## src/rtl/vx_dot8_arbiter_if.sv

```systemverilog
// vx_dot8_arbiter_if: requester, dot8-unit and result handshake bundle; master = arbiter side, slave = environment side
interface vx_dot8_arbiter_if #(
  parameter int NUM_REQS     = 4,
  parameter int NUM_LANES    = 4,
  parameter int TAG_WIDTH    = 16,
  parameter int MAX_INFLIGHT = 8
);
  localparam int CW = $clog2(MAX_INFLIGHT) + 1;
  logic [NUM_REQS-1:0]                      req_valid;
  logic [NUM_REQS-1:0][NUM_LANES*64-1:0]    req_data;
  logic [NUM_REQS-1:0][TAG_WIDTH-1:0]       req_tag;
  logic [NUM_REQS-1:0]                      req_ready;
  logic                                     unit_valid;
  logic [NUM_LANES*64-1:0]                  unit_data;
  logic [TAG_WIDTH-1:0]                     unit_tag;
  logic                                     unit_ready;
  logic                                     unit_rsp_valid;
  logic [NUM_LANES*32-1:0]                  unit_rsp_data;
  logic [TAG_WIDTH-1:0]                     unit_rsp_tag;
  logic                                     unit_rsp_ready;
  logic [NUM_REQS-1:0]                      rsp_valid;
  logic [NUM_LANES*32-1:0]                  rsp_data;
  logic [TAG_WIDTH-1:0]                     rsp_tag;
  logic [NUM_REQS-1:0]                      rsp_ready;
  logic [CW-1:0]                            inflight;
  modport master (
    input  req_valid, req_data, req_tag, unit_ready, unit_rsp_valid, unit_rsp_data, unit_rsp_tag, rsp_ready,
    output req_ready, unit_valid, unit_data, unit_tag, unit_rsp_ready, rsp_valid, rsp_data, rsp_tag, inflight
  );
  modport slave (
    output req_valid, req_data, req_tag, unit_ready, unit_rsp_valid, unit_rsp_data, unit_rsp_tag, rsp_ready,
    input  req_ready, unit_valid, unit_data, unit_tag, unit_rsp_ready, rsp_valid, rsp_data, rsp_tag, inflight
  );
endinterface

```

## src/rtl/vx_dot8_arbiter.sv

```systemverilog
// vx_dot8_arbiter: round-robin share of one in-order dot8 unit among NUM_REQS requesters, results steered back via an ownership FIFO; ports clk, reset, bus (master: req/unit/rsp handshakes, inflight)
module vx_dot8_arbiter #(
  parameter int NUM_REQS     = 4,
  parameter int NUM_LANES    = 4,
  parameter int TAG_WIDTH    = 16,
  parameter int MAX_INFLIGHT = 8
) (
  input logic               clk,
  input logic               reset,
  vx_dot8_arbiter_if.master bus
);
  localparam int IW = NUM_REQS > 1 ? $clog2(NUM_REQS) : 1;
  localparam int AW = $clog2(MAX_INFLIGHT);
  localparam int CW = AW + 1;
  logic [IW-1:0] rr_ptr, lock_idx, scan_g, g, h, idx;
  logic [IW:0]   sum;
  logic          locked, found, any, full, empty, issue, pop;
  logic [IW-1:0] fifo [MAX_INFLIGHT];
  logic [AW-1:0] wr_ptr, rd_ptr;
  always_comb begin
    scan_g = '0;
    found = 1'b0;
    sum = '0;
    idx = '0;
    for (int k = NUM_REQS - 1; k >= 0; k--) begin
      sum = {1'b0, rr_ptr} + (IW+1)'(k);
      idx = IW'(sum >= (IW+1)'(NUM_REQS) ? sum - (IW+1)'(NUM_REQS) : sum);
      if (bus.req_valid[idx]) begin
        scan_g = idx;
        found = 1'b1;
      end
    end
  end
  // a stalled offer stays pinned to its requester until the unit takes it
  assign g     = locked ? lock_idx : scan_g;
  assign any   = locked ? bus.req_valid[lock_idx] : found;
  // full/empty come from the registered count, so a same-cycle retire never frees a slot early
  assign full  = bus.inflight == CW'(MAX_INFLIGHT);
  assign empty = bus.inflight == '0;
  assign bus.unit_valid = !reset && any && !full;
  assign issue          = bus.unit_valid && bus.unit_ready;
  assign bus.req_ready  = issue ? NUM_REQS'(1) << g : '0;
  assign bus.unit_data  = bus.req_data[g];
  assign bus.unit_tag   = bus.req_tag[g];
  assign h                  = fifo[rd_ptr];
  assign bus.rsp_valid      = (bus.unit_rsp_valid && !empty) ? NUM_REQS'(1) << h : '0;
  assign bus.unit_rsp_ready = !empty && bus.rsp_ready[h];
  assign bus.rsp_data       = bus.unit_rsp_data;
  assign bus.rsp_tag        = bus.unit_rsp_tag;
  assign pop                = bus.unit_rsp_valid && bus.unit_rsp_ready;
  always_ff @(posedge clk) begin
    if (reset) begin
      rr_ptr       <= '0;
      locked       <= 1'b0;
      lock_idx     <= '0;
      wr_ptr       <= '0;
      rd_ptr       <= '0;
      bus.inflight <= '0;
    end else begin
      if (bus.unit_valid) begin
        locked   <= !bus.unit_ready;
        lock_idx <= g;
      end
      if (issue) begin
        fifo[wr_ptr] <= g;
        wr_ptr       <= wr_ptr + 1'b1;
        rr_ptr       <= g == IW'(NUM_REQS - 1) ? '0 : g + 1'b1;
      end
      if (pop) rd_ptr <= rd_ptr + 1'b1;
      if (issue != pop) bus.inflight <= issue ? bus.inflight + 1'b1 : bus.inflight - 1'b1;
    end
  end
  a_rsp_without_owner: assert property (@(posedge clk) disable iff (reset) !(bus.unit_rsp_valid && empty))
    else $error("unit response with no outstanding owner");
  a_locked_drop: assert property (@(posedge clk) disable iff (reset) locked |-> bus.req_valid[lock_idx])
    else $error("locked requester dropped req_valid");
endmodule

```

## src/flat_wrapper.sv

```systemverilog
// flat-port wrapper written by rule: the top's interface ports become plain ports
module vx_dot8_arbiter_flat 
#(
  parameter int NUM_REQS     = 4,
  parameter int NUM_LANES    = 4,
  parameter int TAG_WIDTH    = 16,
  parameter int MAX_INFLIGHT = 8
)
  (clk, reset, bus_req_valid, bus_req_data, bus_req_tag, bus_unit_ready, bus_unit_rsp_valid, bus_unit_rsp_data, bus_unit_rsp_tag, bus_rsp_ready, bus_req_ready, bus_unit_valid, bus_unit_data, bus_unit_tag, bus_unit_rsp_ready, bus_rsp_valid, bus_rsp_data, bus_rsp_tag, bus_inflight);
  vx_dot8_arbiter_if #(.NUM_REQS(NUM_REQS), .NUM_LANES(NUM_LANES), .TAG_WIDTH(TAG_WIDTH), .MAX_INFLIGHT(MAX_INFLIGHT)) bus_i ();
  input logic clk;
  input logic reset;
  input wire logic [$bits(bus_i.req_valid)-1:0] bus_req_valid;
  input wire logic [$bits(bus_i.req_data)-1:0] bus_req_data;
  input wire logic [$bits(bus_i.req_tag)-1:0] bus_req_tag;
  input wire logic [$bits(bus_i.unit_ready)-1:0] bus_unit_ready;
  input wire logic [$bits(bus_i.unit_rsp_valid)-1:0] bus_unit_rsp_valid;
  input wire logic [$bits(bus_i.unit_rsp_data)-1:0] bus_unit_rsp_data;
  input wire logic [$bits(bus_i.unit_rsp_tag)-1:0] bus_unit_rsp_tag;
  input wire logic [$bits(bus_i.rsp_ready)-1:0] bus_rsp_ready;
  output wire logic [$bits(bus_i.req_ready)-1:0] bus_req_ready;
  output wire logic [$bits(bus_i.unit_valid)-1:0] bus_unit_valid;
  output wire logic [$bits(bus_i.unit_data)-1:0] bus_unit_data;
  output wire logic [$bits(bus_i.unit_tag)-1:0] bus_unit_tag;
  output wire logic [$bits(bus_i.unit_rsp_ready)-1:0] bus_unit_rsp_ready;
  output wire logic [$bits(bus_i.rsp_valid)-1:0] bus_rsp_valid;
  output wire logic [$bits(bus_i.rsp_data)-1:0] bus_rsp_data;
  output wire logic [$bits(bus_i.rsp_tag)-1:0] bus_rsp_tag;
  output wire logic [$bits(bus_i.inflight)-1:0] bus_inflight;
  assign bus_i.req_valid = bus_req_valid;
  assign bus_i.req_data = bus_req_data;
  assign bus_i.req_tag = bus_req_tag;
  assign bus_i.unit_ready = bus_unit_ready;
  assign bus_i.unit_rsp_valid = bus_unit_rsp_valid;
  assign bus_i.unit_rsp_data = bus_unit_rsp_data;
  assign bus_i.unit_rsp_tag = bus_unit_rsp_tag;
  assign bus_i.rsp_ready = bus_rsp_ready;
  assign bus_req_ready = bus_i.req_ready;
  assign bus_unit_valid = bus_i.unit_valid;
  assign bus_unit_data = bus_i.unit_data;
  assign bus_unit_tag = bus_i.unit_tag;
  assign bus_unit_rsp_ready = bus_i.unit_rsp_ready;
  assign bus_rsp_valid = bus_i.rsp_valid;
  assign bus_rsp_data = bus_i.rsp_data;
  assign bus_rsp_tag = bus_i.rsp_tag;
  assign bus_inflight = bus_i.inflight;
  vx_dot8_arbiter #(.NUM_REQS(NUM_REQS), .NUM_LANES(NUM_LANES), .TAG_WIDTH(TAG_WIDTH), .MAX_INFLIGHT(MAX_INFLIGHT)) u_core (.clk(clk), .reset(reset), .bus(bus_i));
endmodule
```

## config.mk

```make
export PLATFORM = sky130hd
export DESIGN_NAME = vx_dot8_arbiter_flat
export DESIGN_NICKNAME = d
export VERILOG_FILES = /design/src/rtl/vx_dot8_arbiter_if.sv /design/src/rtl/vx_dot8_arbiter.sv /design/src/flat_wrapper.sv
export SDC_FILE = /design/constraint.sdc
export NUM_CORES = 1
export LEC_CHECK = 0
export ABC_AREA = 0
export BUFFER_PORTS_ARGS = -buffer_cell sky130_fd_sc_hd__buf_2
export CORE_AREA = 10 10 637 639
export DETAILED_ROUTE_END_ITERATION = 8
export DIE_AREA = 0 0 647 649
export PLACE_DENSITY_LB_ADDON = 0.08
export SLEW_MARGIN = 20
export SYNTH_ARGS = -nofsm -noshare
export SYNTH_HDL_FRONTEND = slang
export SYNTH_SLANG_ARGS = --single-unit
```

## constraint.sdc

```tcl
create_clock -name clk -period 3.1 [get_ports clk]
set_clock_uncertainty 0.15 [all_clocks]
set_input_delay 0.155 -clock clk [delete_from_list [all_inputs] [get_ports clk]]
set_output_delay 0.155 -clock clk [all_outputs]
set_load 0.02 [all_outputs]
```

==> metrics <==
result of the run finished with violations; failing checks setup timing; number of rows in the core area 230; count of cells along the worst register-to-register path 10; Net Count, Synth 2489; pin count of the biggest net entering global routing 32; GRT Residual Overflow 0; final hold slack 0.160 ns; Async SR Flop Fraction 0%; kind of path behind the tightest hold check in2out; H-Tree Level Count 2; fin util 9.42%; most used cells in the layout excluding fill and tap cells 1157 x sky130_fd_sc_hd__buf_2, 345 x sky130_fd_sc_hd__mux2i_4, 334 x sky130_fd_sc_hd__mux2i_1; CTS tree yes; portion of the post-synthesis area used by sequential elements 7.27%; Reg-to-Reg Start u_core.bus.inflight[0]$_SDFFE_PP0P_; final worst setup slack -0.188 ns; post-DR vias/cell 2.20; number of flip-flops and latches in the synthesized netlist 34; layout cell share with drive strength beyond 1 83.0%; Peak supply drop 0.000204 V; capturing point of the worst reg2reg path u_core.bus.inflight[2]$_SDFFE_PP0P_; required time of the worst setup path 2.79 ns; area of all placed cells without fillers 36900 sq um; number of global-route vias before repair 18700; highest fanout seen on the critical path 4; unrepaired setup endpoints after global routing true; area of the mapped netlist 11600 sq um; detailed route wirelength on metal3 29800 um; kind of end point of the critical path output pin; Vias 17800; wire length on met1 81200 um; static power due to leakage 0.0143 uW; area enclosed by the die boundary 420000 sq um; Die Height 649 um; top_reg_cell synth sky130_fd_sc_hd__dfxtp_1; clock latency on the worst-skew pair 0.29 ns; Final Max Tran Viols 0; data arrival time of the critical path 2.98 ns; Total GRT Usage 10.6%; worst setup path end bus_unit_data[166]; horizontal extent of the die 647 um; post-synth cell types 49; antenna violations before repair 141; number of flops mapped to enable cells by yosys 16; type of origin of the critical path register; Final ANT Viol Nets 0; buffer cell driving the clock tree root sky130_fd_sc_hd__clkbuf_16; Reg2Reg Setup Slack 0.30 ns; Remaining DRCs 0; Synth-to-Final Area Change 219%; Worst-Margin Slew 0.648 ns; met2 wire len 126000 um; count of clock tree sinks 34; Final Non-Filler Cells 8101; startpoint of the most critical setup path u_core.rr_ptr[0]$_SDFFE_PP0P_; max-slew headroom at the worst pin 56.2%; violation count after the first detailed-routing iteration 618; PD cells 559 nW/um^2; final worst path period need 3.29 ns; Highest Signal Layer met5; HPWL after DPL 220000 um; endpoints failing setup 117; Post-Syn Area per Cell 9.36 sq um; Filler Cells Inserted 45700; WL final 240000 um; WL/cell 29.6 um; cell count after placement 7913; net count reported at finish 4118; number of hold buffers added after CTS 0; most common cell after layout, fill and taps aside sky130_fd_sc_hd__buf_2; type of the setup path with the least slack reg2out; Final period util 106%; total negative setup slack -5.99 ns; first-pass iteration count of the detailed router 4; Port Buffers 1385; Final Hold Fails 0; cell count after synthesis 1236; maximum buffer depth of the clock tree 2; clock transition time at the flip-flop clock pins of the worst setup and hold paths 0.06 ns; initial core utilization 2.95%; Inserted Clock Buffers 5; Routability Congestion 0.811; floorplan core area 392000 sq um; total cell area at the placement stage 27800 sq um; total of warnings raised by yosys 0; fmax 304 MHz; first-pass GRT wire length 279000 um; I/O Pins 1674; number of maximum-capacitance violations 0
-- sequential cells by signal, summed over array words and instances, names as in the netlist, named ones only --
signal / flops
u_core.rr_ptr: 2
u_core.bus.inflight: 4
u_core.lock_idx: 2
u_core.locked: 1
u_core.fifo: 16
u_core.wr_ptr: 3
u_core.rd_ptr: 3
-- per-layer routing --
layer	global-route usage, %	vias to the layer above
li1	-	7804
met2	20.2	1036
met5	0.181	-
met3	6.09	283
met1	10.4	8613
met4	0.308	88
-- cells by family (layout without fill, tap and decap cells) --
group,after synthesis,count (layout),synth area share [%]
buffers and inverters,252,1882,13.3
DFF,34,34,7.27
AOI/OAI and AO/OA,42,42,2.57
xor gates and xnor gates,3,3,0.227
muxes,829,829,72.6
adders and majority gates,9,9,1.04
other,0,15,0
and+or+nand+nor,67,67,3.03
-- critical path: stages (launching register included) --
cell and delay, ns:
sky130_fd_sc_hd__dfxtp_2 0.35, sky130_fd_sc_hd__nand2b_4 0.13, sky130_fd_sc_hd__a21oi_2 0.05, sky130_fd_sc_hd__o41a_1 0.43, sky130_fd_sc_hd__buf_12 0.16, sky130_fd_sc_hd__inv_12 0.07, sky130_fd_sc_hd__buf_16 0.13, sky130_fd_sc_hd__buf_12 0.13
sky130_fd_sc_hd__buf_12 0.10, sky130_fd_sc_hd__buf_16 0.10, sky130_fd_sc_hd__buf_12 0.12, sky130_fd_sc_hd__buf_4 0.13, sky130_fd_sc_hd__mux2i_4 0.31, sky130_fd_sc_hd__buf_4 0.16, sky130_fd_sc_hd__mux2i_1 0.09, sky130_fd_sc_hd__buf_2 0.19
-- Yosys cell counts (all sizes together), types with 2 or more instances --
cell / n / area [sq um]
dfxtp: 18 / 360
nor4: 2 / 12.5
edfxtp: 16 / 480
o21ai: 9 / 45.0
xnor2: 2 / 17.5
nor2: 13 / 48.8
nor4b: 2 / 17.5
nand2: 15 / 56.3
a211oi: 4 / 30.0
a21o: 3 / 22.5
a311o: 3 / 30.0
or3: 2 / 12.5
mux4: 6 / 143
mux2i: 817 / 8180
mux2: 6 / 78.8
nor3b: 2 / 15.0
ha: 8 / 100
nand3: 7 / 35.0
buf: 209 / 1380
nand2b: 6 / 37.5
a2111oi: 2 / 30.0
and3: 5 / 31.3
o211ai: 2 / 15.0
a21oi: 11 / 55.1
inv: 10 / 37.5
clkbuf: 33 / 124
nor3: 2 / 10.0
nor2b: 8 / 50.1
-- where the power goes --
part	internal, uW	switching, uW
Sequential	531	41.5
Clock	380	230
Combinational	9590	9860
Total	10500	10100
-- worst min path at each step --
stage / from / to / slack, ns / cells past startpoint
after floorplan: reset / u_core.lock_idx[1]$_SDFFE_PP0N_ / 0.21 / 3
after global placement: bus_unit_rsp_data[115] / bus_rsp_data[115] / 0.16 / 0
after detailed placement: bus_unit_rsp_data[115] / bus_rsp_data[115] / 0.16 / 0
after CTS: bus_unit_rsp_data[115] / bus_rsp_data[115] / 0.16 / 0
after global routing: bus_unit_rsp_data[64] / bus_rsp_data[64] / 0.16 / 0
final: bus_unit_rsp_data[44] / bus_rsp_data[44] / 0.16 / 0
-- per-stage QoR --
step	setup slack (ns)	total power [uW]
after floorplan	0.0337	5810
after global placement	-0.651	15100
after detailed placement	-0.576	15000
after CTS	-0.345	18300
after global routing	-0.296	22000
final	-0.188	20600
-- area by class of cell --
cell class                 count  area (sq um)  share of cell area (%)
multi-input combinational    950         14100                    38.2
tap                         5220          6530                    17.7
clock buffer                   5           125                   0.339
sequential                    34           846                    2.29
timing repair buffer        1864         15200                    41.1
antenna                       15          37.5                   0.102
clock inverter                 3          45.0                   0.122
inverter                      10          50.0                   0.136
-- timing repair --
item                                    4_1_cts  5_1_grt
buffers inserted                             56      160
resized for setup                           557      840
gates cloned                                 13       19
endpoints found under the setup margin      237      245
pin swaps                                     2        1
(Power assumes the default switching activity.)
